## src/rtl/fifo_pkg.sv

```systemverilog
// Shared constants and helpers for the single-clock FIFO.
// Mode encodings and pointer sizing live here.
package fifo_pkg;

  localparam int ERR_STICKY_0 = 0;
  localparam int ERR_STICKY_1 = 1;
  localparam int ERR_PREV     = 2;

  localparam int RST_CLR_0  = 0;
  localparam int RST_KEEP_1 = 1;
  localparam int RST_CLR_2  = 2;
  localparam int RST_KEEP_3 = 3;

  function automatic int ptr_w(input int d);
    int w;
    w = 1;
    while ((1 << w) < d) w++;
    return w;
  endfunction

  function automatic bit mem_cleared(input int m);
    return (m == RST_CLR_0) || (m == RST_CLR_2);
  endfunction

endpackage

```

## src/rtl/dw_fifo_s1_sf.sv

```systemverilog
// Single-clock FIFO with registered count, decoded flags and error.
// Head word is a combinational read of storage at the read pointer.
module dw_fifo_s1_sf
  import fifo_pkg::*;
#(
  parameter int width    = 32,
  parameter int depth    = 4,
  parameter int ae_level = 1,
  parameter int af_level = 1,
  parameter int err_mode = 2,
  parameter int rst_mode = 3
) (
  input  logic             clk,
  input  logic             rst_n,
  input  logic             push_req_n,
  input  logic             pop_req_n,
  input  logic             diag_n,
  input  logic [width-1:0] data_in,
  output logic             empty,
  output logic             almost_empty,
  output logic             half_full,
  output logic             almost_full,
  output logic             full,
  output logic             error,
  output logic [width-1:0] data_out
);

  localparam int PW = ptr_w(depth);
  localparam int CW = ptr_w(depth + 1);

  localparam logic [PW-1:0] PTR_LAST = PW'(depth - 1);
  localparam logic [CW-1:0] CNT_FULL = CW'(depth);
  localparam logic [CW-1:0] CNT_AE   = CW'(ae_level);
  localparam logic [CW-1:0] CNT_HF   = CW'((depth + 1) / 2);
  localparam logic [CW-1:0] CNT_AF   = CW'(depth - af_level);

  logic [width-1:0] mem [depth];
  logic [PW-1:0]    wptr;
  logic [PW-1:0]    rptr;
  logic [CW-1:0]    count;
  logic             push_ok;
  logic             pop_ok;
  logic             ovf;
  logic             unf;
  logic             unused_diag;

  assign unused_diag = diag_n;

  assign empty        = (count == '0);
  assign almost_empty = (count <= CNT_AE);
  assign half_full    = (count >= CNT_HF);
  assign almost_full  = (count >= CNT_AF);
  assign full         = (count == CNT_FULL);

  // A full FIFO still takes a push when a pop frees a slot this cycle.
  assign pop_ok  = !pop_req_n && !empty;
  assign push_ok = !push_req_n && (!full || pop_ok);
  assign ovf     = !push_req_n && full && pop_req_n;
  assign unf     = !pop_req_n && empty;

  assign data_out = mem[rptr];

  always_ff @(posedge clk or negedge rst_n) begin
    if (!rst_n) begin
      wptr  <= '0;
      rptr  <= '0;
      count <= '0;
    end else begin
      if (push_ok)
        wptr <= (wptr == PTR_LAST) ? '0 : wptr + 1'b1;
      if (pop_ok)
        rptr <= (rptr == PTR_LAST) ? '0 : rptr + 1'b1;
      if (push_ok && !pop_ok)
        count <= count + 1'b1;
      else if (pop_ok && !push_ok)
        count <= count - 1'b1;
    end
  end

  always_ff @(posedge clk or negedge rst_n) begin
    if (!rst_n)
      error <= 1'b0;
    else if (err_mode == ERR_PREV)
      error <= ovf || unf;
    else
      error <= error || ovf || unf;
  end

  generate
    if (mem_cleared(rst_mode)) begin : g_mem_clr
      always_ff @(posedge clk or negedge rst_n) begin
        if (!rst_n)
          mem <= '{default: '0};
        else if (push_ok)
          mem[wptr] <= data_in;
      end
    end else begin : g_mem_keep
      always_ff @(posedge clk) begin
        if (push_ok)
          mem[wptr] <= data_in;
      end
    end
  endgenerate

endmodule

```

## config.mk

```make
export PLATFORM = sky130hd
export DESIGN_NAME = dw_fifo_s1_sf
export DESIGN_NICKNAME = d
export VERILOG_FILES = /design/src/rtl/fifo_pkg.sv /design/src/rtl/dw_fifo_s1_sf.sv
export SDC_FILE = /design/constraint.sdc
export NUM_CORES = 1
export LEC_CHECK = 0
export CORE_MARGIN = 5
export CORE_UTILIZATION = 35
export DETAILED_ROUTE_END_ITERATION = 10
export GPL_ROUTABILITY_DRIVEN = 0
export SKIP_CTS_REPAIR_TIMING = 1
export SLEW_MARGIN = 20
export SYNTH_ARGS = -nofsm -noshare
export SYNTH_HDL_FRONTEND = slang
export SYNTH_SLANG_ARGS = --single-unit
```

## constraint.sdc

```tcl
create_clock -name clk -period 6.05 [get_ports clk]
set_clock_uncertainty 0.15 [all_clocks]
set_input_delay 1.21 -clock clk [delete_from_list [all_inputs] [get_ports clk]]
set_output_delay 1.21 -clock clk [all_outputs]
set_load 0.005 [all_outputs]
```

# == Word-level counts from Yosys, hierarchy flattened ==
# Memory sizes are Yosys's and may differ from the RTL's.
# Cells that the tools add are included.
# classes
muxes,6
addsub,4
reduce_logical,17
n_lt_le_gt_ge,3
eq_ne,3
# ops
cell,n
$logic_and 1x1->1,7
$ge 3x2->1 const B,2
$logic_not 1->1,6
$mux 3,2
$add 2x1->2 const B,2
$eq 2x2->1 const B,2
$mux 2,2
$add 3x1->3 const B,1
$eq 3x3->1 const B,1
$le 3x1->1 const B,1
$logic_not 3->1,1
$sub 3x1->3 const B,1
$logic_or 1x1->1,2
$mux 1,2
$reduce_bool 2->1,1
# totals
reg_bits,8
elab_cells,38
in_bits,37
ram_bits,128
memories,1
output_inout_bits,38
# memory_table
memory,depth,word_bits,read_ports,rd_ports_with_merged_regs,write_ports,line_no,source
mem,4,32,1,0,1,dw_fifo_s1_sf.sv:37,logic [width-1:0] mem [depth];

# == Depth between registers and ports, before layout ==
# Gate-level depths: netlist of run 1.
# logic_depth
depth_word,9
ltp_mapped,9
depth_no_buf,9

# == Worst setup path after synthesis of run 1 ==
# No wires, ideal clock.
# synth_path
kind,input to register
from,input pop_req_n
to,memory mem[3][0] (enable)
path_buffers,0
slack_ns,3.163
setup_time_ns,0.392
stages,2
arrival_ns,2.345
required_time_ns,5.508
cell_sequence,a31oi_2 -> and2_1
# synth_between
elab_chain_len,6
# synth_lines
element,line_no,source
start: declaration,dw_fifo_s1_sf.sv:16,"input logic pop_req_n,"
$logic_not 1->1,dw_fifo_s1_sf.sv:56,assign pop_ok = !pop_req_n && !empty;
$logic_and 1x1->1,dw_fifo_s1_sf.sv:56,
$logic_or 1x1->1,dw_fifo_s1_sf.sv:57,assign push_ok = !push_req_n && (!full || pop_ok);
$logic_and 1x1->1,dw_fifo_s1_sf.sv:57,
$mux 1,dw_fifo_s1_sf.sv:99,if (push_ok)
$mux 1 (not written as such),dw_fifo_s1_sf.sv:100,mem[wptr] <= data_in;
end: declaration,dw_fifo_s1_sf.sv:37,
# No other way between the ends.

# == Final worst setup path of run 1 ==
# layout_path
from,register rptr[0]
to,output data_out[1]
# layout_between
elab_chain_len,1
# layout_lines
element,line_no,source
start: declaration,dw_fifo_s1_sf.sv:39,logic [PW-1:0] rptr;
start signal: assignment,dw_fifo_s1_sf.sv:72,rptr <= (rptr == PTR_LAST) ? '0 : rptr + 1'b1;
$mem_v2 4x32,-,
end: declaration,dw_fifo_s1_sf.sv:25,output logic [width-1:0] data_out
# No other way between the ends.

==> results.sh, run 1 <==
export IMPL_status="finished, final reports clean"
export IMPL_wl_per_cell_um=18.1
export IMPL_globalRouteMet1Util=0.139
export IMPL_synth_mux_area_fraction=0.144
export IMPL_dp_hpwl_um=5450
export IMPL_synth_compound_area_frac=0.0112
export IMPL_cts_max_level=4
export IMPL_timing_rr_start="count[0]"
export IMPL_relSlewSlack=0.383
export IMPL_syn_area_per_cell_um2=22.9
export IMPL_core_area_um2=14600
export IMPL_worst_slew_pin_slew_ns=0.926
export IMPL_synth_cells=229
export IMPL_grt_setup_unrepaired="false"
export IMPL_worstPathRequired_ns=4.69
export IMPL_clockBufferDepth=2
export IMPL_diodes=0
export IMPL_synth_top_family_by_area="multiplexers"
export IMPL_io_buffers=73
export IMPL_drive_gt1_frac=0.206
export IMPL_grt_first_pass_wirelength_um=15000
export IMPL_clock_sinks=136
export IMPL_cts_root_buffer="clkbuf_16"
export IMPL_drc=0
export IMPL_initial_utilization=0.359
export IMPL_crit_type="register to primary output"
export IMPL_synth_nets=278
export IMPL_dr_pass1_iters=4
export IMPL_io_pins=75
export IMPL_synth_xor_area_frac=0.00334
export IMPL_fmax_mhz=249
export IMPL_critPathLaunchType="register"
export IMPL_whs_path_depth=1
export IMPL_dp_cells=478
export IMPL_detail_route_antenna_nets=0
export IMPL_grt_max_degree=35
export IMPL_synth_cell_types=25
export IMPL_powerDensity_nw_per_um2=498
export IMPL_yosysWarnings=0
export IMPL_critPathArrivalTime_ns=2.65
export IMPL_whs_ns=0.395
export IMPL_synth_seq_cells=136
export IMPL_clk_pin_slew_ns=0.06
export IMPL_crit_fanout=21
export IMPL_die_area_um2=17500
export IMPL_final_period_utilization=0.663
export IMPL_dr_total_vias=2444
export IMPL_clock_latency_ns=0.41
export IMPL_met3_usage=0.0429
export IMPL_cts_tree="done"
export IMPL_grt_overflow_total=0
export IMPL_die_y_um=132
export IMPL_maxSlewViolCount=0
export IMPL_cap_violations=0
export IMPL_reg2reg_depth=4
export IMPL_top_usage_layer="met2"
export IMPL_met2_usage=0.178
export IMPL_hold_class="register to register"
export IMPL_endpoint_kind="primary output"
export IMPL_grt_use_total=0.115
export IMPL_holdCritStartpoint="count[0]"
export IMPL_leakage_uw=0.00227
export IMPL_wirelength_um=9240
export IMPL_setup_viol=0
export IMPL_tns_ns=0
export IMPL_synth_fa_ha_area_frac=0.0286
export IMPL_crit_slowest_cell="dfrtp_2"
export IMPL_ir_drop_mv=0.230
export IMPL_fp_dieW_um=132
export IMPL_synth_seq_area_share=0.770
export IMPL_drt_vias_per_instance=4.79
export IMPL_antenna_found_initial=0
export IMPL_instances_no_fill=510
export IMPL_fin_nets=362
export IMPL_synth_simple_area_share=0.0191
export IMPL_cp_cell_sequence="buf_4 > mux4_1 > clkdlybuf4s50_1"
export IMPL_nFillCells=1262
export IMPL_finalHoldViolations=0
export IMPL_initialDrtViolationCount=100
export IMPL_finalCriticalPeriod_ns=4.01
export IMPL_syn_area_um2=5250
export IMPL_cpPeakStageDelay_ns=0.65
export IMPL_setup_worst_path_start="rptr[0]"
export IMPL_area_growth_pct=28.4
export IMPL_cts_buffers=17
export IMPL_num_rows=44
export IMPL_grt_pass1_vias=2721
per-stage QoR:
step	total power (uW)	setup slack (ns)	utilization	instance area [um2]
floorplan	1890	3.16	-	5250
global placement	2340	2.37	0.419	6130
detailed placement	2360	2.36	0.419	6130
CTS	3430	1.90	0.460	6740
global route	3540	1.80	0.460	6740
finish	3350	2.04	0.460	6740
placed cells by master, fill, tap and decap left out, types with 2 or more instances in the layout:
cell type	n
and2_2	4
bufinv_16	4
clkbuf_16	17
clkdlybuf4s50_1	73
clkinv_1	2
clkinv_2	4
clkinv_4	3
dfrtp_1	6
dfrtp_2	2
edfxtp_1	128
ha_1	12
inv_1	7
mux2_2	2
mux4_1	4
mux4_2	28
nand2_1	4
nor2_1	7
o21ai_0	5
kinds of logic after synthesis:
logic type,after synthesis
AO/OA/AOI/OAI,9
XOR/XNOR,2
adder cells (fa/ha/maj),12
buffers and inverters,16
flip-flops,136
multiplexers,34
AND/OR/NAND/NOR,20
metal layers:
metal / routed length [um] / up-vias
met1: 3940 / 1255
li1: - / 1109
met2: 4550 / 64
met4: 217 / 0
met5: 0 / -
met3: 528 / 16
registers in the layout, indices dropped and copies added (netlist names):
name	flops
count	3
error	1
mem	128
rptr	2
wptr	2
layout make-up:
class / count / area [um2] / share of cell area
tap: 184 / 230 / 0.0341
inverter: 7 / 26.3 / 0.00390
clock buffer: 18 / 429 / 0.0637
timing repair buffer: 74 / 738 / 0.110
multi-input combinational: 77 / 1090 / 0.162
clock inverter: 14 / 181 / 0.0269
sequential: 136 / 4050 / 0.600
worst max-delay path: cells and delay by family, from the launching register on:
kind | cells | cell delay, ns
flops | 1 | 0.65
mux | 1 | 0.63
buf+inv | 2 | 0.95
cell usage after synthesis:
cell / n / area share
a21oi_1: 1 / 0.00095
a221oi_1: 1 / 0.0017
a31oi_2: 1 / 0.0024
and2_1: 5 / 0.0060
buf_12: 3 / 0.011
buf_2: 4 / 0.0038
buf_6: 1 / 0.0021
clkbuf_1: 1 / 0.00071
dfrtp_1: 8 / 0.038
edfxtp_1: 128 / 0.73
ha_1: 12 / 0.029
inv_1: 7 / 0.0050
mux2_2: 2 / 0.0043
mux4_1: 4 / 0.020
mux4_2: 28 / 0.12
nand2_1: 4 / 0.0029
nand3b_1: 1 / 0.0014
nor2_1: 7 / 0.0050
nor2b_1: 1 / 0.0012
nor3b_1: 1 / 0.0014
o21a_1: 1 / 0.0014
o21ai_0: 5 / 0.0048
or3_1: 1 / 0.0012
xnor2_1: 1 / 0.0017
xor2_1: 1 / 0.0017
final timing paths:
path,slack (ns),to
max,2.04,data_out[1]
min,0.40,count[0]
max reg2reg,3.53,mem[2][16]
min reg2reg,0.40,count[0]
max in group asynchronous,4.51,rptr[1]
min in group asynchronous,0.93,count[1]
where the power goes:
part,total (uW),switching (uW),internal (uW)
Clock,1060,373,684
Sequential,1370,126,1240
Combinational,931,360,572
Note: power is estimated with default switching activity, not from simulation.
==> run 2, diff against run 1 <==
==> constraint.sdc (replaced) <==
create_clock -name clk -period 3.8 [get_ports clk]
set_clock_uncertainty 0.15 [all_clocks]
set_input_delay 0.76 -clock clk [delete_from_list [all_inputs] [get_ports clk]]
set_output_delay 0.76 -clock clk [all_outputs]
set_load 0.005 [all_outputs]
==> run 2 against run 1 <==
Sequential share of layout area fell by 0.77 points. Sequential cell count did not move. Hold slack got worse by 0.0044 ns. Routed wire length rose by 0.77%. Die area did not move. Worst setup slack got worse by 1.8 ns. Sequential power rose by 60%. Critical path depth did not move. Register-to-register slack got worse by 2.1 ns. Utilization rose by 0.60 points.
==> results.sh, run 2 (same netlist as run 1, synthesis figures left out) <==
export IMPL_tns_ns=0
export IMPL_dp_cells=483
export IMPL_path_buf_inv=2
export IMPL_dp_hpwl_um=5810
export IMPL_power_switching_uw=1370
export IMPL_grt_use_total=0.114
export IMPL_multiInputGateArea_um2=1090
export IMPL_drive_gt1_frac=0.221
export IMPL_initial_utilization=0.359
export IMPL_area_growth_pct=30.1
export IMPL_dpl_instance_area_um2=6220
export IMPL_final_cell_mix="128 x edfxtp_1, 73 x clkdlybuf4s50_1, 28 x mux4_2"
export IMPL_sw_frac_of_total=0.254
export IMPL_cap_violations=0
export IMPL_p_int_uw=4020
export IMPL_holdCritStartpoint="count[0]"
export IMPL_p_seq_frac=0.407
export IMPL_final_period_utilization=0.927
export IMPL_wirelength_um=9310
export IMPL_clock_latency_ns=0.40
export IMPL_instances_no_fill=515
export IMPL_fp_dieW_um=132
export IMPL_r2r_end="count[2]"
export IMPL_drc=0
export IMPL_cts_tree="done"
export IMPL_finalCriticalPeriod_ns=3.52
export IMPL_grt_setup_unrepaired="false"
export IMPL_detail_route_antenna_nets=0
export IMPL_critPathLaunchType="register"
export IMPL_clkPwrFrac=0.310
export IMPL_clockBufferDepth=2
export IMPL_dr_pass1_iters=4
export IMPL_ir_drop_mv=0.397
export IMPL_grt_pass1_vias=2747
export IMPL_endpoint_kind="primary output"
export IMPL_relSlewSlack=0.434
export IMPL_hold_class="register to register"
export IMPL_register_area_um2=4050
export IMPL_cp_cell_sequence="buf_4 > mux4_2 > clkdlybuf4s50_1"
export IMPL_nFillCells=1277
export IMPL_clk_pin_slew_ns=0.05
export IMPL_worst_slew_pin_slew_ns=0.850
export IMPL_worstPathRequired_ns=2.89
export IMPL_diodes=0
export IMPL_clock_sinks=136
export IMPL_num_rows=44
export IMPL_dr_total_vias=2444
export IMPL_die_area_um2=17500
export IMPL_cts_max_level=4
export IMPL_top_register="mem"
export IMPL_io_buffers=73
export IMPL_final_common_cell="edfxtp_1"
export IMPL_crit_fanout=22
export IMPL_largest_reg_flops=128
export IMPL_fmax_mhz=284
export IMPL_antenna_found_initial=0
export IMPL_powerDensity_nw_per_um2=789
export IMPL_cp_top_family="flip-flops"
export IMPL_initialDrtViolationCount=158
export IMPL_maxSlewViolCount=0
export IMPL_finalHoldViolations=0
export IMPL_die_y_um=132
export IMPL_drt_vias_per_instance=4.75
export IMPL_reg_top3="mem (128), count (3)"
export IMPL_wl_per_cell_um=18.1
export IMPL_setup_viol=0
export IMPL_cpPeakStageDelay_ns=0.85
export IMPL_critPathArrivalTime_ns=2.61
export IMPL_combPwrFrac=0.283
export IMPL_timing_rr_start="count[0]"
export IMPL_hold_path_end="count[0]"
export IMPL_leakage_uw=0.00231
export IMPL_status="finished, final reports clean"
export IMPL_grt_max_degree=35
export IMPL_crit_type="register to primary output"
export IMPL_grt_overflow_total=0
export IMPL_core_area_um2=14600
export IMPL_fin_area_um2=6830
export IMPL_io_pins=75
export IMPL_cts_root_buffer="clkbuf_16"
export IMPL_cts_buffers=17
export IMPL_fin_nets=367
export IMPL_whs_path_depth=1
export IMPL_crit_slowest_cell="dfrtp_2"
export IMPL_grt_first_pass_wirelength_um=14900
export IMPL_r2r_slack_ns=1.40
export IMPL_reg2reg_depth=9
[run 2: cell count changes in the layout (fill, tap and decap cells not counted)]
cell	before	now
buf_12	0	4
buf_4	1	2
clkbuf_1	1	2
clkinv_1	2	0
clkinv_2	4	5
clkinv_4	3	1
clkinvlp_4	1	2
inv_6	0	1
[run 2: layout make-up]
cell class | instances | share of cell area
multi-input combinational | 77 | 0.160
tap | 184 | 0.0337
clock buffer | 19 | 0.0634
inverter | 7 | 0.00385
timing repair buffer | 79 | 0.121
clock inverter | 13 | 0.0260
sequential | 136 | 0.593
[run 2: power by group through the flow]
| stage | sequential [uW] | combinational [uW] | clock, uW |
|---|---|---|---|
| 2_1_floorplan | 2060 | 955 | 0 |
| 4_1_cts | 2210 | 1570 | 1720 |
| 6_report | 2190 | 1520 | 1670 |
| 5_1_grt | 2240 | 1660 | 1790 |
| 3_3_place_gp | 2220 | 1560 | 0 |
| 3_5_place_dp | 2240 | 1570 | 0 |
[run 2: worst max-delay path by stage]
stage	from	endpoint	slack, ns	cells past startpoint
2_1_floorplan	pop_req_n	mem[3][0]	1.36	2
3_3_place_gp	rptr[0]	data_out[11]	0.65	3
3_5_place_dp	rptr[0]	data_out[7]	0.61	3
4_1_cts	rptr[0]	data_out[7]	0.16	3
5_1_grt	rptr[0]	data_out[7]	0.07	3
6_report	rptr[0]	data_out[9]	0.28	3
[run 2: routing by layer]
metal / global-route usage / wire length [um] / vias to the layer above
li1: - / - / 1117
met1: 0.134 / 4020 / 1258
met2: 0.185 / 4650 / 61
met3: 0.0463 / 526 / 8
met4: 0.0520 / 114 / 0
met5: 0 / 0 / -
[run 2: per-stage QoR]
stage	total power, uW	util	hold WS (ns)	worst slack, ns
6_report	5390	0.466	0.391	0.277
5_1_grt	5690	0.466	0.400	0.0732
4_1_cts	5500	0.466	0.392	0.161
3_5_place_dp	3810	0.425	0.385	0.610
3_3_place_gp	3780	0.425	0.381	0.651
2_1_floorplan	3010	-	0.314	1.36
